## config.mk

```make
export PLATFORM = sky130hd
export DESIGN_NAME = snake_motion
export DESIGN_NICKNAME = d
export VERILOG_FILES = /design/src/rtl/snake_pkg.sv /design/src/rtl/snake_next_head.sv /design/src/rtl/snake_motion.sv
export SDC_FILE = /design/constraint.sdc
export NUM_CORES = 1
export LEC_CHECK = 0
export ABC_AREA = 1
export ABC_CLOCK_PERIOD_IN_PS = 3200
export BUFFER_PORTS_ARGS = -buffer_cell sky130_fd_sc_hd__buf_2
export CAP_MARGIN = 20
export CORE_MARGIN = 3
export CORE_UTILIZATION = 51
export DETAILED_ROUTE_END_ITERATION = 10
export PLACE_DENSITY_LB_ADDON = 0.25
export SLEW_MARGIN = 5
export SYNTH_ARGS = -nofsm -noshare
export SYNTH_HDL_FRONTEND = slang
export SYNTH_HIERARCHICAL = 1
export SYNTH_SLANG_ARGS = --single-unit
```

## constraint.sdc

```tcl
create_clock -name clk -period 3.2 [get_ports clk]
set_input_delay 0.32 -clock clk [delete_from_list [all_inputs] [get_ports clk]]
set_output_delay 0.32 -clock clk [all_outputs]
set_load 0.03 [all_outputs]
```

## src/rtl/snake_pkg.sv

```systemverilog
// Shared encodings, key codes and position helpers for the snake motion block.
package snake_pkg;

    localparam int POS_W      = 13;
    localparam int DEF_GRID_W = 64;
    localparam int DEF_GRID_H = 48;

    typedef enum logic [1:0] {
        ST_IDLE  = 2'd0,
        ST_RUN   = 2'd1,
        ST_PAUSE = 2'd2,
        ST_DEAD  = 2'd3
    } state_e;

    typedef enum logic [1:0] {
        DIR_UP    = 2'd0,
        DIR_DOWN  = 2'd1,
        DIR_LEFT  = 2'd2,
        DIR_RIGHT = 2'd3
    } dir_e;

    localparam logic [7:0] KEY_UP    = 8'h75;
    localparam logic [7:0] KEY_DOWN  = 8'h72;
    localparam logic [7:0] KEY_LEFT  = 8'h6B;
    localparam logic [7:0] KEY_RIGHT = 8'h74;
    localparam logic [7:0] KEY_SPACE = 8'h29;
    localparam logic [7:0] KEY_ENTER = 8'h5A;

    function automatic logic [6:0] pos_x(input logic [POS_W-1:0] p);
        return p[6:0];
    endfunction

    function automatic logic [5:0] pos_y(input logic [POS_W-1:0] p);
        return p[12:7];
    endfunction

    function automatic logic [POS_W-1:0] pos_pack(input logic [6:0] x,
                                                  input logic [5:0] y);
        return {y, x};
    endfunction

    // Encodings pair up so the reverse direction is the LSB flipped.
    function automatic dir_e dir_opp(input dir_e d);
        return dir_e'(d ^ 2'b01);
    endfunction

endpackage

```

## src/rtl/snake_next_head.sv

```systemverilog
// Next head cell for a given direction, with modulo wrap of the fields
// and a wall flag for anything outside the visible grid.
module snake_next_head
    import snake_pkg::*;
#(
    parameter int GRID_W = DEF_GRID_W,
    parameter int GRID_H = DEF_GRID_H
) (
    input  logic [POS_W-1:0] head_i,
    input  dir_e             dir_i,
    output logic [POS_W-1:0] next_o,
    output logic             wall_o
);

    localparam logic [7:0] GW = 8'(GRID_W);
    localparam logic [6:0] GH = 7'(GRID_H);

    logic [6:0] x;
    logic [6:0] nx;
    logic [5:0] y;
    logic [5:0] ny;

    assign x = pos_x(head_i);
    assign y = pos_y(head_i);

    always_comb begin
        nx = x;
        ny = y;
        unique case (dir_i)
            DIR_UP:    ny = y - 6'd1;
            DIR_DOWN:  ny = y + 6'd1;
            DIR_LEFT:  nx = x - 7'd1;
            DIR_RIGHT: nx = x + 7'd1;
        endcase
    end

    // Wrapped values (127, 63) always land outside the grid.
    assign wall_o = ({1'b0, nx} >= GW) || ({1'b0, ny} >= GH);
    assign next_o = pos_pack(nx, ny);

endmodule

```

## src/rtl/snake_motion.sv

```systemverilog
// Snake game motion core: key handling, game state, body shift and
// wall/self collision detection, one move per step_tick.
module snake_motion
    import snake_pkg::*;
#(
    parameter int SEG_N  = 4,
    parameter int GRID_W = DEF_GRID_W,
    parameter int GRID_H = DEF_GRID_H,
    parameter int INIT_X = 32,
    parameter int INIT_Y = 24
) (
    input  logic                 clk,
    input  logic                 rst_n,
    input  logic                 key_valid,
    input  logic [7:0]           key_code,
    input  logic                 step_tick,
    output logic [13*SEG_N-1:0]  seg_pos,
    output logic [1:0]           dir,
    output logic [1:0]           state,
    output logic                 died
);

    localparam int SW = POS_W * SEG_N;

    state_e          state_q, state_d, st_mv;
    dir_e            dir_q, dir_d;
    dir_e            pend_q, pend_d;
    logic [SW-1:0]   seg_q, seg_d;
    logic            died_q, died_d;

    logic [SW-1:0]    init_w;
    logic [POS_W-1:0] nh;
    logic             wall;
    logic             self_hit;

    for (genvar k = 0; k < SEG_N; k++) begin : g_init
        assign init_w[POS_W*k +: POS_W] =
            pos_pack(7'(INIT_X - k), 6'(INIT_Y));
    end

    snake_next_head #(
        .GRID_W (GRID_W),
        .GRID_H (GRID_H)
    ) u_next (
        .head_i (seg_q[POS_W-1:0]),
        .dir_i  (pend_q),
        .next_o (nh),
        .wall_o (wall)
    );

    // The tail cell is excluded: it vacates on the same move.
    always_comb begin
        self_hit = 1'b0;
        for (int k = 1; k <= SEG_N - 2; k++) begin
            if (seg_q[POS_W*k +: POS_W] == nh) self_hit = 1'b1;
        end
    end

    logic k_up, k_dn, k_lf, k_rt, k_sp, k_en;
    logic arrow_v;
    dir_e arrow_dir;

    assign k_up = key_valid && (key_code == KEY_UP);
    assign k_dn = key_valid && (key_code == KEY_DOWN);
    assign k_lf = key_valid && (key_code == KEY_LEFT);
    assign k_rt = key_valid && (key_code == KEY_RIGHT);
    assign k_sp = key_valid && (key_code == KEY_SPACE);
    assign k_en = key_valid && (key_code == KEY_ENTER);

    always_comb begin
        arrow_v   = 1'b1;
        arrow_dir = DIR_RIGHT;
        unique case (1'b1)
            k_up:    arrow_dir = DIR_UP;
            k_dn:    arrow_dir = DIR_DOWN;
            k_lf:    arrow_dir = DIR_LEFT;
            k_rt:    arrow_dir = DIR_RIGHT;
            default: arrow_v = 1'b0;
        endcase
    end

    always_comb begin
        state_d = state_q;
        dir_d   = dir_q;
        pend_d  = pend_q;
        seg_d   = seg_q;
        died_d  = 1'b0;
        st_mv   = state_q;

        // Move first on pre-key state, then overlay the key.
        if (state_q == ST_RUN && step_tick) begin
            dir_d = pend_q;
            if (wall || self_hit) begin
                st_mv  = ST_DEAD;
                died_d = 1'b1;
            end else begin
                seg_d = {seg_q[POS_W*(SEG_N-1)-1:0], nh};
            end
        end
        state_d = st_mv;

        unique case (st_mv)
            ST_IDLE: begin
                if (k_en) state_d = ST_RUN;
            end
            ST_RUN: begin
                if (k_sp) begin
                    state_d = ST_PAUSE;
                end else if (arrow_v && arrow_dir != dir_opp(dir_d)) begin
                    pend_d = arrow_dir;
                end
            end
            ST_PAUSE: begin
                if (k_sp) state_d = ST_RUN;
            end
            ST_DEAD: begin
                if (k_en && state_q == ST_DEAD) begin
                    state_d = ST_IDLE;
                    seg_d   = init_w;
                    dir_d   = DIR_RIGHT;
                    pend_d  = DIR_RIGHT;
                end
            end
        endcase
    end

    always_ff @(posedge clk or negedge rst_n) begin
        if (!rst_n) begin
            state_q <= ST_IDLE;
            dir_q   <= DIR_RIGHT;
            pend_q  <= DIR_RIGHT;
            seg_q   <= init_w;
            died_q  <= 1'b0;
        end else begin
            state_q <= state_d;
            dir_q   <= dir_d;
            pend_q  <= pend_d;
            seg_q   <= seg_d;
            died_q  <= died_d;
        end
    end

    assign seg_pos = seg_q;
    assign dir     = dir_q;
    assign state   = state_q;
    assign died    = died_q;

endmodule
```

# Word level (Yosys, flattened, before mapping)

Index checks and enable logic that the tools add are counted.

Flip-flop bits (word level): 59
Bits in latches: 0
Bits in writable memories: 0
ROM bits: 0
Input bits: 12
Logic and storage cells: 74
Memories: 0

Add/sub/neg operators: 4
Multiply operators: 0
Divide/modulo/power cells: 0
Order comparisons: 2
Eq/ne operators: 20
Shifts and indexed selects: 0
Muxes and demuxes: 26
Bitwise logic cells: 1
Reduce and logical (&&, ||, !) cells: 16

Operators by type and width:

| kind                                                 | count |
|---|---|
| 2-to-1 mux 52 bit                                    | 4 |
| equality test 8 x 7 -> 1 bit (second input constant) | 5 |
| equality test 13 bit                                 | 2 |
| 2-to-1 mux 2 bit                                     | 12 |
| one-hot mux 7 bit (2 select lines)                   | 1 |
| one-hot mux 6 bit (2 select lines)                   | 1 |
| equality test 2 bit (second input constant)          | 5 |
| logical AND 1 bit                                    | 9 |
| equality test 8 x 6 -> 1 bit (second input constant) | 1 |
| one-hot mux 2 bit (4 select lines)                   | 1 |
| adder 7 x 1 -> 7 bit (second input constant)         | 1 |
| >= comparator 7 bit (second input constant)          | 1 |
| subtractor 7 x 1 -> 7 bit (second input constant)    | 1 |
| adder 6 x 1 -> 6 bit (second input constant)         | 1 |
| equality test 2 x 1 -> 1 bit (second input constant) | 3 |
| >= comparator 6 bit (second input constant)          | 1 |
| inequality test 2 bit (second input constant)        | 3 |
| one-hot mux 2 bit (3 select lines)                   | 1 |
| subtractor 6 x 1 -> 6 bit (second input constant)    | 1 |
| 2-to-1 mux 1 bit                                     | 5 |
| zero test 2 bit                                      | 2 |
| one-hot mux 2 bit (2 select lines)                   | 1 |
| AND reduction 4 bit                                  | 1 |
| OR reduction 4 bit                                   | 1 |
| 4 further kinds                                      | 5 |

# Longest topological paths before layout

Gate-level depths: netlist (run 1).

Word-level depth: 11
Gate-level depth with buffers: 25
Depth with buffers taken out: 25

# Cells and area by module

Netlist (run 1), hierarchy kept.

By module, submodules not included:

| module          | instances | cells an instance | area an instance (um^2) | sequential area each (um^2) |
|---|---|---|---|---|
| snake_motion    | 1         | 402               | 3113.0                  | 1508.9 |
| snake_next_head | 1         | 118               | 630.6                   | 0.0 |

# Worst setup path before layout (run 1)

OpenSTA, ideal clock, no wires.

Kind: flip-flop to flip-flop
From: reg pend_q[0]
To: reg seg_q[2] (netlist: seg_pos[2])
Data arrival time: 2.795 ns
Path slack: 0.281 ns
Cell stages (with the launch flop): 19
Buffers on the path: 1
Period minus slack after synthesis: 2.919 ns
Cell sequence: dfstp_2 > nand2_1 > ha_1 > or2_2 > nand2_1 > xor2_1 > o21ai_0 > inv_2 > nand2_1 > nand2_1 > nor2_1 > nand2_1 > nor2_1 > nand2_1 > nand4_4 > inv_4 > buf_6 > o21ai_0 > a21oi_1

Longest elaborated chain between the ends: 10

Ends and longest elaborated chain:

| item                                                                        | RTL line                                 | source |
|---|---|---|
| start: declaration                                                          | snake_motion.sv:27                       | `dir_e pend_q, pend_d;` |
| start signal: assignment                                                    | snake_motion.sv:137                      | `pend_q <= pend_d;` |
| equality test 2 bit                                                         | snake_next_head.sv:29                    | `unique case (dir_i)` |
| one-hot mux 7 bit (2 select lines) *                                        | snake_next_head.sv:29                    |  |
| net nh[4]                                                                   | snake_motion.sv:32                       | `logic [POS_W-1:0] nh;` |
| parallel branches: the longest is 3 deep, another holds >= comparator 7 bit | -                                        |  |
| logical OR 1 bit *                                                          | snake_motion.sv:93                       | `if (wall \|\| self_hit) begin` |
| 2-to-1 mux 2 bit / 2-to-1 mux 52 bit (equally long branches)                | snake_motion.sv:93                       |  |
| 2-to-1 mux 2 bit / 2-to-1 mux 52 bit (equally long branches)                | snake_motion.sv:91                       | `if (state_q == ST_RUN && step_tick) begin` |
| equality test 2 bit / 2-to-1 mux 52 bit (equally long branches)             | snake_motion.sv:102, snake_motion.sv:117 |  |
| 2-to-1 mux 52 bit *                                                         | snake_motion.sv:102                      | `unique case (st_mv)` |
| net seg_d[2]                                                                | snake_motion.sv:28                       | `logic [SW-1:0] seg_q, seg_d;` |
| end signal: assignment                                                      | snake_motion.sv:132                      | `seg_q <= init_w;` |
| end signal: assignment                                                      | snake_motion.sv:138                      | `seg_q <= seg_d;` |
| end: declaration                                                            | snake_motion.sv:28                       |  |

Mark *: on every way through the listed nets, which the timed path passes.
A chain may end at the register's enable or synchronous reset.

# Worst setup path in the final report (run 1)

From: reg pend_q[1]
To: reg seg_q[51] (netlist: seg_pos[51])

Longest elaborated chain between the ends: 10

Ends and longest elaborated chain:

| item                                                                        | RTL line |
|---|---|
| equality test 2 x 1 -> 1 bit / zero test 2 bit (equally long branches)      | snake_next_head.sv:29 |
| one-hot mux 6 bit (2 select lines) *                                        | snake_next_head.sv:29 |
| net nh[11]                                                                  | snake_motion.sv:32 |
| parallel branches: the longest is 3 deep, another holds >= comparator 6 bit | - |
| logical OR 1 bit *                                                          | snake_motion.sv:93 |
| 2-to-1 mux 2 bit / 2-to-1 mux 52 bit (equally long branches)                | snake_motion.sv:93 |
| 2-to-1 mux 2 bit / 2-to-1 mux 52 bit (equally long branches)                | snake_motion.sv:91 |
| equality test 2 bit / 2-to-1 mux 52 bit (equally long branches)             | snake_motion.sv:102, snake_motion.sv:117 |
| 2-to-1 mux 52 bit *                                                         | snake_motion.sv:102 |
| net seg_d[51]                                                               | snake_motion.sv:28 |

Marked as above.

==> results of run 1 <==
[routing by layer]
metal  wire length [um]  track usage, %
met1               4960            33.8
met2               5810            41.9
met3                890            4.59
met4                350            8.54
met5                  0               0
[metrics by stage]
step / hold WS (ns) / TNS (ns)
after global routing: 0.391 / -11.58
after CTS: 0.368 / 0
final: 0.365 / -3.91
after global placement: 0.348 / -1.92
after detailed placement: 0.350 / -7.33
after floorplan: 0.0244 / 0
[power by group]
part	switching, uW	leakage (uW)	internal [uW]
registers	345	0.000657	1150
logic	2200	0.00187	1210
clock network	330	0.0000843	300
total	2880	0.00261	2660
[cells in the final DEF, fill, tap and decap left out, drive strengths merged]
cell and count:
ha 9, a21o 1, a21boi 1, inv 79, o21bai 1, o211ai 9, nand3b 4, a31oi 1
clkinvlp 3, buf 105, or2 2, xnor2 3, clkinv 3, a21oi 50, nor3 2, clkbuf 14
dfrtp 33, o21ai 54, nand3 31, nand2 153, dfstp 26, nor2 31, nand4 6, dlygate4sd3 1
fa 2, xor2 4
[layout make-up]
class	instances	area (um2)	area share, %
multi-input cells	364	2050	40.9
clock buffers	10	138	2.74
well taps	96	120	2.39
repair buffers	110	846	16.8
clock inverters	6	41.3	0.823
flip-flops and latches	59	1510	30.1
inverters	79	314	6.26
[state kept, by name (all words and copies together), names as in the netlist]
name     count
died         1
dir          2
pend_q       2
seg_pos     52
state        2
[cells by family (layout without fill, tap and decap cells)]
kind of cell | count (synthesis) | count (layout)
buffers and inverters | 97 | 205
adder cells (fa/ha/maj) | 11 | 11
AO/OA/AOI/OAI | 117 | 117
XOR/XNOR | 7 | 7
flip-flops | 59 | 59
AND/OR/NAND/NOR | 229 | 229
[path summary, 6_finish.rpt]
path | end | cells after the start | slack (ns) | startpoint
max reg2reg | seg_pos[51]$_DFF_PN0_ | 23 | -0.17 | pend_q[1]$_DFFE_PN1P_
min in group asynchronous | seg_pos[3]$_DFF_PN0_ | 3 | 0.48 | rst_n
max in group asynchronous | dir[1]$_DFF_PN1_ | 3 | 2.37 | rst_n
min | dir[0]$_DFF_PN1_ | 4 | 0.37 | step_tick
min reg2reg | seg_pos[42]$_DFF_PN1_ | 2 | 0.49 | seg_pos[42]$_DFF_PN1_
max | seg_pos[51]$_DFF_PN0_ | 23 | -0.17 | pend_q[1]$_DFFE_PN1P_
[worst max-delay path: cells and delay by family, from the launching register on]
family	cells	cell delay, ns
AO/OA/AOI/OAI	3	0.51
adder cells (fa/ha/maj)	1	0.36
buffers and inverters	8	0.72
flip-flops	1	0.58
AND/OR/NAND/NOR	11	1.07
[repair_timing]
action                                  in CTS  in global routing
endpoints found under the hold margin       31                  0
cloned                                       0                  5
gates resized for setup                      4                 74
hold buffers                                 1                  0
endpoints found under the setup margin      56                 56
pin swaps                                    0                 15
setup buffers                                0                 18
==> summary.md, run 1 <==
| Metric | Value |
|---|---|
| Post-synthesis simple-gate area fraction | `26.4%` |
| Worst hold path type | `in -> reg` |
| Reg clk slew, reported paths | `approximately 0.070 ns` |
| Rel. slew slack | `42.7%` |
| Drt total wl | `12.0 mm` |
| Top cells by area, synth | `dfrtp_1 (22%), dfstp_2 (18%), nand2_1 (15%)` |
| Failing checks | `setup timing` |
| PwrDens | `1100 mW/mm2` |
| Synth Register Bits | `59` |
| Drt drc | `0` |
| Leak Pwr | `0.00261 uW` |
| Non-Filler Instances | `between 700 and 800` |
| Final ANT Viol Nets | `0` |
| Pin count of the biggest net entering global routing | `60` |
| First-pass GRT wire length | `17.2 mm` |
| Post-synth top area share | `22.1%` |
| DP HPWL | `7.45 mm` |
| Data required time at the worst endpoint | `3.43 ns` |
| Slew Viols, Final | `0` |
| DP Worst Slack | `-0.222 ns` |
| Global route overflow | `0` |
| Peak supply drop | `0.625 mV` |
| Wire per inst | `16.6 um` |
| Placed Area | `0.00429 mm2` |
| Post-Synth Adder-Cell Area | `4.08%` |
| Proportion of layout cells with a drive suffix above 1 | `between 30% and 40%` |
| Post-layout min period | `3.37 ns` |
| ANT cells | `0` |
| Mapped cell area | `0.00374 mm2` |
| Crit path cell chain | `buf_12, inv_6, nand2_8, inv_4, fa_2, inv_2, nand3_2, nand2_2, nand2_2, a31oi_4, inv_2, nand2_1, nand2_1, nor2_2, nand2_1, nor2_2, nand2_2, nand4_4, buf_12, inv_8, buf_12, o21ai_1, a21oi_1` |
| Post-synthesis sequential area ratio | `40.3%` |
| Die area | `0.00840 mm2` |
| Most common cell in the netlist | `nand2_1` |
| FP Rows | `30` |
| Yosys warning count | `6` |
| Vias/cell | `5.52` |
| H-tree Lvls | `3` |
| Yosys top cell by area | `dfrtp_1` |
| Net Count, Synth | `543` |
| Synthesized instance count | `520` |
| Endpoint class of the critical path | `register` |
| Chip Height | `91.7 um` |
| Largest family of logic cells by synthesized area | `simple AND/OR/NAND/NOR gates` |
| Post-synthesis xor/xnor area fraction | `1.64%` |
| Synth top cells by count | `nand2_1 (151), inv_1 (67), a21oi_1 (50)` |
| Outcome | `finished with violations` |
| Core area | `0.00694 mm2` |
| Total clock sinks | `59` |
| Final period util | `105%` |
| Worst Skew | `0.00931 ns` |
| Critical path launch point type | `register` |
| Peak Freq | `297 MHz` |
| Ports | `slightly below 70` |
| Kind of critical path | `reg -> reg` |
| Primary FF master, synth | `dfrtp_1` |
| Share of flip-flops with an asynchronous set or reset | `100%` |
| Synth Area per Inst | `7.20 um2` |
| Layout fillers | `528` |
| Netlist cell types | `36` |
| Drt initial violations | `441` |
| Worst-Margin Slew | `0.858 ns` |
| Mux cell area share after synthesis | `0%` |
| Max_cap viols | `0` |
| Slowest stage delay, CP | `0.58 ns` |
| Placed cells | `approximately 680` |
| Cell area after layout | `roughly 0.0050 mm2` |
| CTS tree | `yes` |
| Vias in the first global route | `3552` |
| Fin. Hold Viols | `0` |
| Setup violators final | `between 50 and 60` |
| Clk Latency, worst-skew pair | `0.35 ns` |
| Buffers on Ports | `68` |
| EDFF count, synth | `0` |
| Die X | `91.7 um` |
| Placer Congestion | `0.951` |
| Unrepaired setup endpoints after global routing | `true` |
| Power, Total | `5540 uW` |
| Synth Area in Compound Gates | `about 17%` |
| Final core occ | `around 72%` |
| Clk root buf | `clkbuf_8` |
| Clock buffer depth | `2` |
| Worst-path maximum fanout | `10` |
| Synthesis-to-finish area growth | `34.1%` |
| Initial antenna violation count | `0` |
| Slowest CP cell | `dfstp_2` |
| Via count | `3998` |
| Fin nets | `646` |
| First-pass iteration count of the detailed router | `7` |
| Initial Util | `a little over half` |
| TritonCTS buffer count | `9` |
| Setup ws final | `-0.171 ns` |
| WP data arrival | `3.61 ns` |
| Total GRT Usage | `25.5%` |
Power figures use the tool's default switching activity.
==> inputs of run 2 (changes only) <==
Settings changed: ABC_AREA 1 to unset, REMOVE_ABC_BUFFERS set to 1.
==> summary.md, run 2 <==
| Metric | Value |
|---|---|
| H-tree Lvls | `3` |
| Most frequent cells in the layout | `buf_2 (68), mux2i_1 (53), nor2_1 (40)` |
| Clock buffer depth | `2` |
| Slew Viols, Final | `0` |
| Kind of critical path | `reg -> reg` |
| Commonest non-fill, non-tap cell in the layout | `buf_2` |
| Int Pwr | `roughly 1900 uW` |
| Buffers on Ports | `about 70` |
| Max_cap viols | `0` |
| Peak supply drop | `0.455 mV` |
| Synthesis-to-finish area growth | `38.7%` |
| Clk root buf | `clkbuf_8` |
| Reg-to-Reg Start | `pend_q[0]$_DFFE_PN1P_` |
| Top cells by area, synth | `dfrtp_1 (23%), dfstp_2 (19%), mux2i_1 (15%)` |
| End of the critical path | `pend_q[1]$_DFFE_PN1P_` |
| Placed Area | `0.00431 mm2` |
| Clk Latency, worst-skew pair | `0.34 ns` |
| Data required time at the worst endpoint | `about 3.5 ns` |
| Yosys warning count | `6` |
| Share of flip-flops with an asynchronous set or reset | `between 90% and 100%` |
| EDFF count, synth | `0` |
| Post-synthesis sequential area ratio | `between 40% and 50%` |
| Global route overflow | `0` |
| Setup ws final | `-0.296 ns` |
| Max reg flops | `52` |
| Drt drc | `0` |
| R2R Path End | `pend_q[1]$_DFFE_PN1P_` |
| Die area | `0.00819 mm2` |
| Fin nets | `495` |
| Ports | `69` |
| Uppermost layer routed | `met4` |
| WP data arrival | `3.76 ns` |
| First-pass GRT wire length | `15.2 mm` |
| Proportion of layout cells with a drive suffix above 1 | `45.5%` |
| Post-layout min period | `about 3.5 ns` |
| PwrDens | `602 mW/mm2` |
| Vias in the first global route | `3086` |
| DP HPWL | `around 6.2 mm` |
| Combinational power share | `47.9%` |
| Leak Pwr | `0.00238 uW` |
| Failing checks | `setup timing` |
| Wire per inst | `17.5 um` |
| Met2 WL post-DR | `slightly below 5 mm` |
| ANT cells | `0` |
| Sw Ratio | `between 30% and 40%` |
| Rel. slew slack | `50.7%` |
| Min Hold Slack | `0.0360 ns` |
| Synth Register Bits | `a little under 60` |
| Yosys top cell by area | `dfrtp_1` |
| Met3 routed WL | `610 um` |
| Drt initial violations | `231` |
| Vias/cell | `5.50` |
| Cell area after layout | `roughly 0.0051 mm2` |
| Most common cell in the netlist | `mux2i_1` |
| Worst-path maximum fanout | `7` |
| Die X | `approximately 91 um` |
| FF-to-FF setup slack | `-0.30 ns` |
| Peak Freq | `~290 MHz` |
| Chip Height | `between 90 and 100 um` |
| CTS tree | `yes` |
| WL met1 | `4.27 mm` |
| Fin. Hold Viols | `0` |
| CP startpoint | `pend_q[0]$_DFFE_PN1P_` |
| DP Worst Slack | `-0.192 ns` |
| Unrepaired setup endpoints after global routing | `true` |
| Core area | `0.00687 mm2` |
| First-pass iteration count of the detailed router | `4` |
| Worst Skew | `0.00962 ns` |
| Primary FF master, synth | `dfrtp_1` |
| Reg clk slew, reported paths | `about 0.070 ns` |
| FP Rows | `30` |
| Total clock sinks | `59` |
| Worst hold path type | `in -> async` |
| Worst r2r path cells | `15` |
| Final core occ | `approximately three quarters` |
| Critical path launch point type | `register` |
| Layout fillers | `approximately 460` |
| Drt total wl | `~10 mm` |
| Initial antenna violation count | `0` |
| Synthesized instance count | `between 300 and 400` |
| Endpoint class of the critical path | `register` |
| Via count | `3151` |
| Clock network fraction of total power | `a little under a quarter` |
| Synth top cells by count | `mux2i_1 (55), nand2_1 (40), nor2_1 (40)` |
| Synth Area per Inst | `10.3 um2` |
| Total GRT Usage | `approximately 23%` |
| TritonCTS buffer count | `9` |
| Setup violators final | `56` |
| Pin count of the biggest net entering global routing | `35` |
| Final ANT Viol Nets | `0` |
| Netlist cell types | `between 50 and 60` |
| Final period util | `109%` |
| Worst-Margin Slew | `0.739 ns` |
| Hold buffers post-CTS | `0` |
| Post-synth top area share | `22.7%` |
| Mapped cell area | `0.00364 mm2` |
| Seq pwr share | `29.2%` |
| Placer Congestion | `0.867` |
| Initial Util | `53.0%` |
| Outcome | `finished with violations` |
| Net Sw Power | `1140 uW` |
-- run 2: cell types whose count changed after synthesis, sizes merged, moves of 6 or more --
| cell | before | now |
|---|---|---|
| nand2 | 153 | 40 |
| inv | 79 | 11 |
| mux2i | 0 | 55 |
| o21ai | 54 | 7 |
| a21oi | 50 | 10 |
| nand3 | 31 | 6 |
| xnor2 | 3 | 24 |
| nor2 | 31 | 41 |
| xor2 | 4 | 10 |
-- run 2: area by class of cell --
type,instances,area [um2],share of cell area [%]
sequential,59,1510,29.9
inverter,11,43.8,0.867
multi-input combinational,270,2270,44.9
timing repair buffer,121,915,18.1
clock buffer,14,163,3.22
tap,96,120,2.38
clock inverter,2,35.0,0.693
-- run 2: metrics by stage --
step                      total power (uW)  cells  TNS, ns
after global placement                2010    539    -6.96
after CTS                             2900    569    -3.70
after floorplan                       1660    340   -57.50
final                                 3040    573   -13.83
after detailed placement              2030    539    -8.57
after global routing                  3200    573   -20.51
-- run 2: worst min-delay path by stage --
stage	slack [ns]	cells past startpoint	end
finish	0.04	1	seg_pos[26]$_DFF_PN0_
global placement	0.41	1	seg_pos[0]$_DFF_PN0_
CTS	0.05	1	seg_pos[26]$_DFF_PN0_
floorplan	0.02	0	died$_DFF_PN0_
detailed placement	0.42	1	seg_pos[26]$_DFF_PN0_
global route	0.09	1	seg_pos[26]$_DFF_PN0_
-- run 2: cells by family (layout without fill, tap and decap cells) --
group                    after synthesis  count (layout)  synth area share, %
multiplexers                          58              58                 16.0
adder cells (fa/ha/maj)               11              11                 4.19
XOR/XNOR                              34              34                 8.17
flip-flops                            59              59                 41.4
AO/OA/AOI/OAI                         38              38                 7.86
buffers and inverters                 25             148                 3.71
AND/OR/NAND/NOR                      129             129                 18.6
-- run 2: repair_timing --
action / CTS / global route
setup endpoints to repair: 55 / 57
cloned: 3 / 4
buffers inserted: 11 / 3
pin swaps: 17 / 32
resized for setup: 24 / 34
-- run 2: critical path, stage by stage, from the launching register on --
cell and delay, ns:
dfstp_2 0.63, nand2_8 0.13, ha_4 0.30, o211ai_1 0.09, a21o_1 0.18, and4b_1 0.22, nor3_2 0.20, nand2b_4 0.21
xnor2_1 0.15, nand4_1 0.18, nor4_2 0.27, a211o_2 0.18, buf_6 0.12, a211oi_4 0.06, or2_1 0.23, a22o_1 0.24
-- run 2: power groups by stage --
stage / combinational (uW) / sequential [uW] / clock, uW
floorplan: 675 / 983 / 0
global placement: 1120 / 887 / 0
detailed placement: 1150 / 888 / 0
CTS: 1320 / 879 / 704
global route: 1560 / 895 / 742
finish: 1460 / 888 / 697
-- run 2: routing by layer --
| layer | track usage (%) | vias up |
|---|---|---|
| met1 | 29.6 | 1545 |
| li1 | - | 1471 |
| met4 | 9.31 | 0 |
| met5 | 0 | - |
| met3 | 5.58 | 23 |
| met2 | 38.0 | 112 |
